--- src/rtl/jericalla_pkg.sv ---
// Shared state encoding and default widths for the Jericalla fetch stage.
package jericalla_pkg;

    typedef enum logic [1:0] {
        IDLE = 2'd0,
        RUN  = 2'd1,
        HALT = 2'd2
    } state_t;

    localparam int DEFAULT_PC_WIDTH    = 4;
    localparam int DEFAULT_INST_WIDTH  = 18;
    localparam int DEFAULT_DATA_WIDTH  = 32;
    localparam int DEFAULT_COUNT_WIDTH = 16;

endpackage

--- src/rtl/jericalla_fetch_if.sv ---
// Control, instruction-memory and datapath-facing signals of the fetch stage.
interface jericalla_fetch_if
    import jericalla_pkg::*;
#(
    parameter int PC_WIDTH    = DEFAULT_PC_WIDTH,
    parameter int INST_WIDTH  = DEFAULT_INST_WIDTH,
    parameter int COUNT_WIDTH = DEFAULT_COUNT_WIDTH
);
    logic                   start;
    logic                   stall;
    logic                   halt_req;
    logic                   branch_en;
    logic                   zf;
    logic [PC_WIDTH-1:0]    branch_target;
    logic [PC_WIDTH-1:0]    imem_addr;
    logic [INST_WIDTH-1:0]  imem_data;
    logic [INST_WIDTH-1:0]  ir;
    logic                   ir_valid;
    logic                   running;
    logic                   halted;
    logic [COUNT_WIDTH-1:0] fetch_count;

    modport master (
        input  start, stall, halt_req, branch_en, zf, branch_target, imem_data,
        output imem_addr, ir, ir_valid, running, halted, fetch_count
    );

    modport slave (
        output start, stall, halt_req, branch_en, zf, branch_target, imem_data,
        input  imem_addr, ir, ir_valid, running, halted, fetch_count
    );
endinterface

--- src/rtl/jericalla_pc.sv ---
// Program counter: clear / load / advance (with wrap or hold at LAST_ADDR), else hold.
// Latency: new pc visible one edge after the request.
// Backpressure: none of its own; the caller withholds advance to stall.
module jericalla_pc
    import jericalla_pkg::*;
#(
    parameter int PC_WIDTH  = DEFAULT_PC_WIDTH,
    parameter int LAST_ADDR = 15,
    parameter int WRAP      = 1
) (
    input  logic                clk,
    input  logic                reset,
    input  logic                clear,
    input  logic                load,
    input  logic                advance,
    input  logic [PC_WIDTH-1:0] target,
    output logic [PC_WIDTH-1:0] pc,
    output logic                at_last
);
    logic [PC_WIDTH-1:0] pc_q;

    assign pc      = pc_q;
    assign at_last = (pc_q == PC_WIDTH'(LAST_ADDR));

    always_ff @(posedge clk or posedge reset) begin
        if (reset) begin
            pc_q <= '0;
        end else if (clear) begin
            pc_q <= '0;
        end else if (load) begin
            pc_q <= target;
        end else if (advance) begin
            if (at_last) begin
                pc_q <= (WRAP != 0) ? '0 : pc_q;
            end else begin
                pc_q <= pc_q + PC_WIDTH'(1);
            end
        end
    end

endmodule

--- src/rtl/jericalla_fetch.sv ---
// Fetch stage: start/halt FSM, PC, instruction register and fetch counter.
// Latency: word at address A appears on ir one edge after pc==A in an unstalled RUN cycle.
// Backpressure: stall holds pc/ir/ir_valid/count; a taken branch overrides stall with one bubble.
module jericalla_fetch
    import jericalla_pkg::*;
#(
    parameter int PC_WIDTH    = DEFAULT_PC_WIDTH,
    parameter int INST_WIDTH  = DEFAULT_INST_WIDTH,
    parameter int LAST_ADDR   = 15,
    parameter int WRAP        = 1,
    parameter int COUNT_WIDTH = DEFAULT_COUNT_WIDTH
) (
    input logic               clk,
    input logic               reset,
    jericalla_fetch_if.master bus
);
    state_t                 state;
    logic [PC_WIDTH-1:0]    pc;
    logic                   at_last;
    logic                   taken;
    logic                   clear_pc;
    logic                   load_pc;
    logic                   advance_pc;
    logic                   last_fetched;
    logic [INST_WIDTH-1:0]  ir_q;
    logic                   ir_valid_q;
    logic                   running_q;
    logic                   halted_q;
    logic [COUNT_WIDTH-1:0] fetch_count_q;

    assign taken      = bus.branch_en & bus.zf;
    assign clear_pc   = (state == IDLE) | ((state == HALT) & bus.start);
    assign load_pc    = (state == RUN) & ~bus.halt_req & taken;
    assign advance_pc = (state == RUN) & ~bus.halt_req & ~taken & ~bus.stall
                        & ~(at_last & last_fetched);

    jericalla_pc #(
        .PC_WIDTH  (PC_WIDTH),
        .LAST_ADDR (LAST_ADDR),
        .WRAP      (WRAP)
    ) u_pc (
        .clk     (clk),
        .reset   (reset),
        .clear   (clear_pc),
        .load    (load_pc),
        .advance (advance_pc),
        .target  (bus.branch_target),
        .pc      (pc),
        .at_last (at_last)
    );

    // last_fetched marks that the LAST_ADDR word already sits in ir (non-wrapping
    // build), so the next unstalled cycle halts instead of reloading it.
    always_ff @(posedge clk or posedge reset) begin
        if (reset) begin
            state         <= IDLE;
            ir_q          <= '0;
            ir_valid_q    <= 1'b0;
            running_q     <= 1'b0;
            halted_q      <= 1'b0;
            fetch_count_q <= '0;
            last_fetched  <= 1'b0;
        end else begin
            case (state)
                IDLE: begin
                    ir_valid_q <= 1'b0;
                    if (bus.start) begin
                        state        <= RUN;
                        running_q    <= 1'b1;
                        last_fetched <= 1'b0;
                    end
                end
                RUN: begin
                    if (bus.halt_req) begin
                        state      <= HALT;
                        running_q  <= 1'b0;
                        halted_q   <= 1'b1;
                        ir_valid_q <= 1'b0;
                    end else if (taken) begin
                        ir_valid_q   <= 1'b0;
                        last_fetched <= 1'b0;
                    end else if (!bus.stall) begin
                        if (at_last && last_fetched) begin
                            state      <= HALT;
                            running_q  <= 1'b0;
                            halted_q   <= 1'b1;
                            ir_valid_q <= 1'b0;
                        end else begin
                            ir_q          <= bus.imem_data;
                            ir_valid_q    <= 1'b1;
                            fetch_count_q <= fetch_count_q + COUNT_WIDTH'(1);
                            last_fetched  <= at_last && (WRAP == 0);
                        end
                    end
                end
                HALT: begin
                    ir_valid_q <= 1'b0;
                    if (bus.start) begin
                        state        <= RUN;
                        running_q    <= 1'b1;
                        halted_q     <= 1'b0;
                        last_fetched <= 1'b0;
                    end
                end
                default: begin
                    state      <= IDLE;
                    running_q  <= 1'b0;
                    halted_q   <= 1'b0;
                    ir_valid_q <= 1'b0;
                end
            endcase
        end
    end

    assign bus.imem_addr   = pc;
    assign bus.ir          = ir_q;
    assign bus.ir_valid    = ir_valid_q;
    assign bus.running     = running_q;
    assign bus.halted      = halted_q;
    assign bus.fetch_count = fetch_count_q;

endmodule

--- src/flat_wrapper.sv ---
// flat-port wrapper written by rule: the top's interface ports become plain ports
module jericalla_fetch_flat import jericalla_pkg::*;
#(
    parameter int PC_WIDTH    = DEFAULT_PC_WIDTH,
    parameter int INST_WIDTH  = DEFAULT_INST_WIDTH,
    parameter int LAST_ADDR   = 15,
    parameter int WRAP        = 1,
    parameter int COUNT_WIDTH = DEFAULT_COUNT_WIDTH
)
  (clk, reset, bus_start, bus_stall, bus_halt_req, bus_branch_en, bus_zf, bus_branch_target, bus_imem_data, bus_imem_addr, bus_ir, bus_ir_valid, bus_running, bus_halted, bus_fetch_count);
  jericalla_fetch_if #(.PC_WIDTH(PC_WIDTH), .INST_WIDTH(INST_WIDTH), .COUNT_WIDTH(COUNT_WIDTH)) bus_i ();
  input logic clk;
  input logic reset;
  input wire logic [$bits(bus_i.start)-1:0] bus_start;
  input wire logic [$bits(bus_i.stall)-1:0] bus_stall;
  input wire logic [$bits(bus_i.halt_req)-1:0] bus_halt_req;
  input wire logic [$bits(bus_i.branch_en)-1:0] bus_branch_en;
  input wire logic [$bits(bus_i.zf)-1:0] bus_zf;
  input wire logic [$bits(bus_i.branch_target)-1:0] bus_branch_target;
  input wire logic [$bits(bus_i.imem_data)-1:0] bus_imem_data;
  output wire logic [$bits(bus_i.imem_addr)-1:0] bus_imem_addr;
  output wire logic [$bits(bus_i.ir)-1:0] bus_ir;
  output wire logic [$bits(bus_i.ir_valid)-1:0] bus_ir_valid;
  output wire logic [$bits(bus_i.running)-1:0] bus_running;
  output wire logic [$bits(bus_i.halted)-1:0] bus_halted;
  output wire logic [$bits(bus_i.fetch_count)-1:0] bus_fetch_count;
  assign bus_i.start = bus_start;
  assign bus_i.stall = bus_stall;
  assign bus_i.halt_req = bus_halt_req;
  assign bus_i.branch_en = bus_branch_en;
  assign bus_i.zf = bus_zf;
  assign bus_i.branch_target = bus_branch_target;
  assign bus_i.imem_data = bus_imem_data;
  assign bus_imem_addr = bus_i.imem_addr;
  assign bus_ir = bus_i.ir;
  assign bus_ir_valid = bus_i.ir_valid;
  assign bus_running = bus_i.running;
  assign bus_halted = bus_i.halted;
  assign bus_fetch_count = bus_i.fetch_count;
  jericalla_fetch #(.PC_WIDTH(PC_WIDTH), .INST_WIDTH(INST_WIDTH), .LAST_ADDR(LAST_ADDR), .WRAP(WRAP), .COUNT_WIDTH(COUNT_WIDTH)) u_core (.clk(clk), .reset(reset), .bus(bus_i));
endmodule
--- config.mk ---
export PLATFORM = sky130hd
export DESIGN_NAME = jericalla_fetch_flat
export DESIGN_NICKNAME = d
export VERILOG_FILES = /design/src/rtl/jericalla_pkg.sv /design/src/rtl/jericalla_fetch_if.sv /design/src/rtl/jericalla_pc.sv /design/src/rtl/jericalla_fetch.sv /design/src/flat_wrapper.sv
export SDC_FILE = /design/constraint.sdc
export NUM_CORES = 1
export LEC_CHECK = 0
export BUFFER_PORTS_ARGS = -buffer_cell sky130_fd_sc_hd__buf_2
export CAP_MARGIN = 5
export CORE_UTILIZATION = 48
export DETAILED_ROUTE_END_ITERATION = 12
export GPL_TIMING_DRIVEN = 0
export PLACE_DENSITY = 0.75
export SYNTH_ARGS = -nofsm -noshare
export SYNTH_HDL_FRONTEND = slang
export SYNTH_HIERARCHICAL = 1
export SYNTH_SLANG_ARGS = --single-unit
export TNS_END_PERCENT = 5
--- constraint.sdc ---
create_clock -name clk -period 2.02 [get_ports clk]
set_input_delay 0.202 -clock clk [delete_from_list [all_inputs] [get_ports clk]]
set_output_delay 0.202 -clock clk [all_outputs]
set_load 0.01 [all_outputs]
* Word-level counts from Yosys, hierarchy flattened
Cells that the tools add are included.
** Storage, ports and cells
- Logic and storage cells :: 78
- Output and inout port bits :: 41
- Flip-flop bits (word level) :: 44
** Cells by class
- Eq/ne operators :: 12
- Add/sub/neg operators :: 2
- Bitwise gates (word level) :: 15
- Reduce and logical (&&, ||, !) cells :: 9
- Mux-type cells :: 32
** Operator list (count)
- 1-bit two-way mux :: 19
- 16-bit by 1-bit adder with 16-bit output (second input constant) :: 1
- 4-bit two-way mux :: 4
- 5-bit AND reduction :: 3
- 2-bit two-way mux :: 5
- 3-bit != test (second input constant) :: 3
- 1-bit bitwise AND :: 8
- 3-bit by 2-bit != test with 1-bit output (second input constant) :: 2
- 1-bit NOT :: 6
- 4-bit by 1-bit adder with 4-bit output (second input constant) :: 1
- 4-bit equality test (second input constant) :: 1
- 2-bit != test (second input constant) :: 2
- 4-bit by 3-bit != test with 1-bit output (second input constant) :: 1
- 1-bit case mux with 2 select lines :: 2
- 2-bit case mux with 2 select lines :: 1
- 4-bit AND reduction :: 1
- 1-bit case mux with 3 select lines :: 1
- 3-bit nonzero test :: 1
- 2-bit by 1-bit equality test with 1-bit output (second input constant) :: 1
- 2-bit equality test (second input constant) :: 1
- 2-bit logical NOT :: 1
- 2-bit by 1-bit != test with 1-bit output (second input constant) :: 1
- 2-bit nonzero test :: 1
- 2-bit OR reduction :: 1
- 2 further kinds :: 2

* Depth between registers and ports, before layout
Gate-level depths: netlist of the first run.
- Depth in word-level cells :: 8
- Depth in mapped cells :: 7
- Depth with buffers taken out :: 6

* Hierarchy
Netlist of the first run, hierarchy kept.
** By module, submodules not included
- jericalla_fetch :: instances 1, sequential area each 950.9 um^2, cells an instance 165, area each 1611.5 um^2
- jericalla_pc :: instances 1, sequential area each 100.1 um^2, cells an instance 27, area each 231.5 um^2

* Least setup slack after synthesis of the first run
Ideal clock, no wire load.
- Path type :: flip-flop to flip-flop
- Start point :: reg u_core.state[0]
- End point :: reg u_core.u_pc.pc_q[3] (netlist: u_core/u_pc/pc[3])
- Buffers on the path :: 1
- Cell stages (with the launch flop) :: 8
- Arrival time :: 1.820 ns
- Period minus slack after synthesis :: 1.919 ns
- Slack :: 0.101 ns
- Data required time :: 1.921 ns
- Library setup time :: 0.099 ns
- Cell sequence :: dfrtp_1 -> nor3b_4 -> nand2_1 -> inv_1 -> buf_2 -> nand2_1 -> or3_1 -> a311oi_1
** On the way
- Longest elaborated chain between the ends :: 6
** RTL lines
- start, declared :: RTL line jericalla_fetch.sv:17 : state_t state;
- start signal, assigned :: RTL line jericalla_fetch.sv:56 : state <= IDLE;
- start signal, assigned :: RTL line jericalla_fetch.sv:68 : state <= RUN;
- start signal, assigned :: RTL line jericalla_fetch.sv:75 : state <= HALT;
- 2-bit by 1-bit equality test with 1-bit output :: RTL line jericalla_fetch.sv:34 : assign advance_pc = (state == RUN) & ~bus.halt_req & ~taken & ~bus.stall
- 1-bit bitwise AND (3 in a row) :: RTL line jericalla_fetch.sv:34
- 1-bit bitwise AND :: RTL line jericalla_fetch.sv:35 : & ~(at_last & last_fetched);
- via u_core.advance_pc :: RTL line jericalla_fetch.sv:23 : logic advance_pc;
- 3-bit nonzero test (no line)
- end signal, assigned :: RTL line jericalla_pc.sv:31 : pc_q <= target;
- end signal, assigned :: RTL line jericalla_pc.sv:34 : pc_q <= (WRAP != 0) ? '0 : pc_q;
- end signal, assigned :: RTL line jericalla_pc.sv:36 : pc_q <= pc_q + PC_WIDTH'(1);
- end, declared :: RTL line jericalla_pc.sv:20 : logic [PC_WIDTH-1:0] pc_q;
The timed path passes the listed nets, and every way through them passes these cells.
A chain may end at the register's enable or synchronous reset.

* Worst setup path after layout of the first run
- Start point :: reg u_core.state[1]
- End point :: reg u_core.u_pc.pc_q[3] (netlist: u_core/u_pc/pc[3])
The elaborated chain is that of the path after synthesis.

==> reports/results.ini, run 1 <==
[worst_setup_path]
worst_ep_arrival_time_ns=2.04
startpoint_type=register
worstSetupPathType=register to register
endpoint_kind=register
r2r_setup_slack_ns=0.17
r2r_end=u_core/u_pc/pc[3]
rr_startpoint=u_core/state[1]
critPathMaxFanout=13
r2r_cells=7
cp-startpoint=u_core/state[1]
crit_end=u_core/u_pc/pc[3]
critPathRequiredTime_ns=2.21

[grt]
antenna_found_initial=0
grt_pass1_vias=1549
grt_remaining_overflow=0
grt_first_pass_wirelength_um=6710
grt_util_met2_pct=35.5
track_usage_pct=21.5
top_usage_layer=met2
grt_use_met3_pct=5.36
grt_max_degree=39
grt_use_met1_pct=27.6

[logic_synthesis]
syn_area_per_cell_sq_um=9.62
synth_area_sq_mm=0.00184
yosysWarnings=6
synth_nets=222
synth_cells=191

[hold_path]
hp-start=bus_imem_data[7]
min_path_type=input pin to register

[drt]
viasPerCell=4.95
wl_um=3760
wl_per_cell_um=11.9
drc=0
drt-initial-drc-count=109
dr_total_vias=1570
drtAntennaViolNets=0
drtPass1Iterations=6

[cells_and_area]
fin_cells=317
diodes=0
fin_nets=300
area_growth_pct=27.6
final_core_utilization_pct=64.0
drive_gt1_share_pct=32.0

[place]
gp_congestion=0.757
portBuffers=69
dpl.hpwl_um=2690
dp.cells=308
dpl_worst_slack_ns=-0.135

[die]
die_height_um=63.9
die_w_um=63.9
coreArea_sq_mm=0.00366
rows=22
dieArea_sq_mm=0.00408
num_io_pins=70
start_util_pct=50.2

[timing]
fin_worst_skew_ns=0.00437
period_share_pct=91.5
setup_violations=0
grt_setup_unrepaired=no
hold_violations=0
setup_ws_ns=0.171
layout_min_cycle_time_ns=1.85
worstMarginPinSlew_ns=0.780
tns_ns=0
drv_slew=0
whs_ns=0.104
slew-limit-headroom_pct=47.9
fmax_mhz=541

[clocking]
clk_pin_slew_worst_paths_ns=0.07
cts_tree=done
numCtsBuffers=5
clkLatencyLatePin_ns=0.28
cts.sinks=42
clockBufferDepth=2
cts-root-buf=clkbuf_8
htreeDepth=2

[outcome]
status=finished, final reports clean

[power]
ir_worst_vdd_mv=0.522
power.density_mw_per_mm2=1010
leakage_nw=1.31

[run]
maxCapViolCount=0

-- placed cells by master (no fill, tap or decap), drive strengths merged --
master	n
and3	2
o21ai	4
nor4	1
ha	2
a211oi	1
nor3	2
nand3b	1
xnor2	7
nand3	5
a311oi	1
a21oi	6
nand4	8
a221oi	1
nor2	10
nand2	71
nor3b	1
buf	72
or3	1
mux2	1
inv	7
clkbuf	9
dfrtp	42
xor2	10
and4	3
dlygate4sd3	1
-- worst min path at each step --
stage                         to  slack [ns]  depth (start not counted)
3_3_place_gp   u_core/u_pc/pc[3]        0.09                          2
2_1_floorplan  u_core/u_pc/pc[0]       -0.03                          1
5_1_grt         u_core/bus.ir[4]         0.1                          3
6_report        u_core/bus.ir[7]        0.10                          3
4_1_cts        u_core/bus.ir[17]         0.1                          3
3_5_place_dp   u_core/u_pc/pc[3]        0.10                          2
-- per-layer routing --
layer  vias to the layer above  wire length [um]
li1                        783                 -
met1                       721              1790
met2                        60              1700
met3                         6               226
met4                         0                39
met5                         -                 0
-- through the flow --
step / cell area, sq um / total power, mW
after CTS: 2340 / 2.40
final: 2340 / 2.38
after detailed placement: 2240 / 1.89
after global routing: 2340 / 2.57
after global placement: 2240 / 1.87
after floorplan: 1840 / 1.58
-- registers in the layout, indices dropped and copies added, names as in the netlist --
signal,cells
u_core/bus.halted,1
u_core/bus.ir_valid,1
u_core/bus.fetch_count,16
u_core/bus.ir,18
u_core/state,2
u_core/u_pc/pc,4
-- power breakdown --
group	switching [mW]	total [mW]	internal, mW
Clock	0.260	0.498	0.238
Combinational	0.366	0.657	0.291
Sequential	0.163	1.22	1.06
Total	0.789	2.38	1.59
-- critical path: stages (launching register included) --
cell	delay [ns]
dfrtp_1	0.46
nor3b_4	0.24
nand2_1	0.12
inv_2	0.12
buf_6	0.16
nand2_1	0.07
or3_1	0.32
a311oi_1	0.26
-- final cells by class --
type,count,area [sq um]
fillers,316,1320
well taps,48,60.1
flip-flops and latches,42,1050
multi-input cells,138,742
inverters,7,26.3
repair buffers,71,363
plain buffers,4,23.8
clock buffers,7,76.3
-- what timing repair did --
| item | CTS | global route |
|---|---|---|
| hold endpoints to repair | 4 | 0 |
| endpoints found under the setup margin | 2 | 1 |
| hold buffers | 1 | 0 |
| resized for setup | 1 | 3 |
| buffers inserted | 1 | 0 |
Note: power is estimated with default switching activity, not from simulation.
==> run 2: changes to the inputs <==
--- a/config.mk
+++ b/config.mk
@@ -8,5 +8,7 @@
 export BUFFER_PORTS_ARGS = -buffer_cell sky130_fd_sc_hd__buf_2
 export CAP_MARGIN = 5
-export CORE_UTILIZATION = 48
+export CELL_PAD_IN_SITES_DETAIL_PLACEMENT = 1
+export CELL_PAD_IN_SITES_GLOBAL_PLACEMENT = 2
+export CORE_UTILIZATION = 28
 export DETAILED_ROUTE_END_ITERATION = 12
 export GPL_TIMING_DRIVEN = 0
==> constraint.sdc (replaced) <==
create_clock -name clk -period 2.02 [get_ports clk]
set_input_delay 0.101 -clock clk [delete_from_list [all_inputs] [get_ports clk]]
set_output_delay 0.101 -clock clk [all_outputs]
set_load 0.01 [all_outputs]
==> run 2 against run 1 <==
- sequential share of layout area is 2.7 points lower
- sequential cell count stayed put
- largest power group unchanged
- final cell count is 13% higher
- critical endpoint unchanged
- clock skew is 0.0073 ns higher
- clock power is 12% higher
- design area is 6.5% higher
- core utilization is 25 points lower
- first-iteration DRC count is 33% lower
- total power is 3.8% higher
==> reports/results.ini, run 2 (same netlist as run 1, synthesis figures left out) <==
[outcome]
status=finished, final reports clean

[cells_and_area]
largest_register_ffs=18
fillCellCount=743
seqCellArea_sq_mm=0.00105
drive_gt1_share_pct=31.8
multiInputGateArea_sq_um=742
final_area_sq_mm=0.00250
final_common_cell=nand2_1
diodes=0
area_growth_pct=35.9
final_cell_mix=nand2_1, buf_2, dfrtp_1
fin_nets=310

[grt]
grt_remaining_overflow=0
antenna_found_initial=0
grt_pass1_vias=1715
grt_max_degree=39
grt_first_pass_wirelength_um=8200
track_usage_pct=14.9

[hold_path]
min_path_type=input pin to register
whs_path_depth=3
hp-start=bus_imem_data[4]

[drt]
wl_per_cell_um=13.2
drc=0
drtPass1Iterations=4
drt-initial-drc-count=73
viasPerCell=4.60
drtAntennaViolNets=0
dr_total_vias=1643
wl_um=4710

[timing]
grt_setup_unrepaired=no
fmax_mhz=544
setup_violations=0
slew-limit-headroom_pct=44.8
period_share_pct=91.0
hold_violations=0
worstMarginPinSlew_ns=0.827
drv_slew=0
fin_worst_skew_ns=0.0117
layout_min_cycle_time_ns=1.84

[clocking]
clk_pin_slew_worst_paths_ns=0.08
cts-root-buf=clkbuf_8
cts.sinks=42
htreeDepth=2
numCtsBuffers=5
clockBufferDepth=2
clkLatencyLatePin_ns=0.29
cts_tree=done

[run]
maxCapViolCount=0

[power]
ir_worst_vdd_mv=0.364
power.density_mw_per_mm2=989
leakage_nw=1.36
power_mw=2.47

[worst_setup_path]
critPathRequiredTime_ns=2.22
crit_end=u_core/u_pc/pc[3]
endpoint_kind=register
startpoint_type=register
critPathMaxFanout=13
r2r_setup_slack_ns=0.18
r2r_end=u_core/u_pc/pc[3]
r2r_cells=7
cp-startpoint=u_core/state[1]
worstSetupPathType=register to register
worst_ep_arrival_time_ns=2.04
rr_startpoint=u_core/state[1]

[place]
gp_congestion=0.725
dpl.hpwl_um=3250
portBuffers=69
post_dp_cell_area_sq_mm=0.00228

[die]
num_io_pins=70
dieArea_sq_mm=0.00689
die_height_um=83.0
start_util_pct=28.9
die_w_um=83.0
coreArea_sq_mm=0.00635
rows=29

==> run 2: worst max-delay path, cell delays in order, from the launching register on <==
cell and delay, ns:
dfrtp_2 0.46, nor3b_4 0.23, nand2_1 0.12, inv_2 0.13, buf_6 0.17, nand2_1 0.08, or3_1 0.31, a311oi_1 0.26
==> run 2: metal layers <==
metal	part of all wire (%)	GRT usage, %	vias up
li1	-	-	799
met1	45	18.6	791
met2	48	24.8	46
met3	5.3	3.78	7
met4	1.4	5.64	0
met5	0	0	-
==> run 2: layout make-up <==
class / count / area share, %
multi-input combinational: 138 / 29.7
timing repair buffer: 81 / 18.5
buffer: 4 / 0.952
inverter: 7 / 1.05
sequential: 42 / 42.2
clock inverter: 1 / 0.201
tap: 77 / 3.86
clock buffer: 7 / 3.46
==> run 2: stage by stage <==
stage	cells	setup TNS, ns	utilization, %	setup slack (ns)	hold WS (ns)
after CTS	357	0	39.2	0.0415	0.00114
after global routing	357	0	39.3	0.00154	0.00687
after floorplan	191	0	-	0.101	-0.133
final	357	0	39.3	0.181	0.00317
after detailed placement	337	-0.345	35.9	-0.230	0.00650
after global placement	337	-0.283	35.9	-0.220	-0.00358
==> run 2: power breakdown <==
group,internal (mW),switching (mW),total [mW]
combinational,0.305,0.380,0.685
sequential,1.06,0.164,1.22
clock,0.276,0.284,0.560
total,1.64,0.828,2.47
==> run 2: worst min path at each step <==
| stage | endpoint | slack (ns) |
|---|---|---|
| floorplan | u_core/u_pc/pc[0] | -0.13 |
| global placement | u_core/u_pc/pc[3] | -0.004 |
| detailed placement | u_core/u_pc/pc[3] | 0.007 |
| CTS | u_core/bus.ir[4] | 0.001 |
| global route | u_core/bus.ir[12] | 0.007 |
| finish | u_core/bus.ir[4] | 0.003 |
==> run 2: timing repair <==
item,CTS,global route
setup endpoints to repair,4,1
hold endpoints to repair,14,0
hold buffers,11,0
gates cloned,0,0
gates resized for setup,2,3
setup buffers,1,0
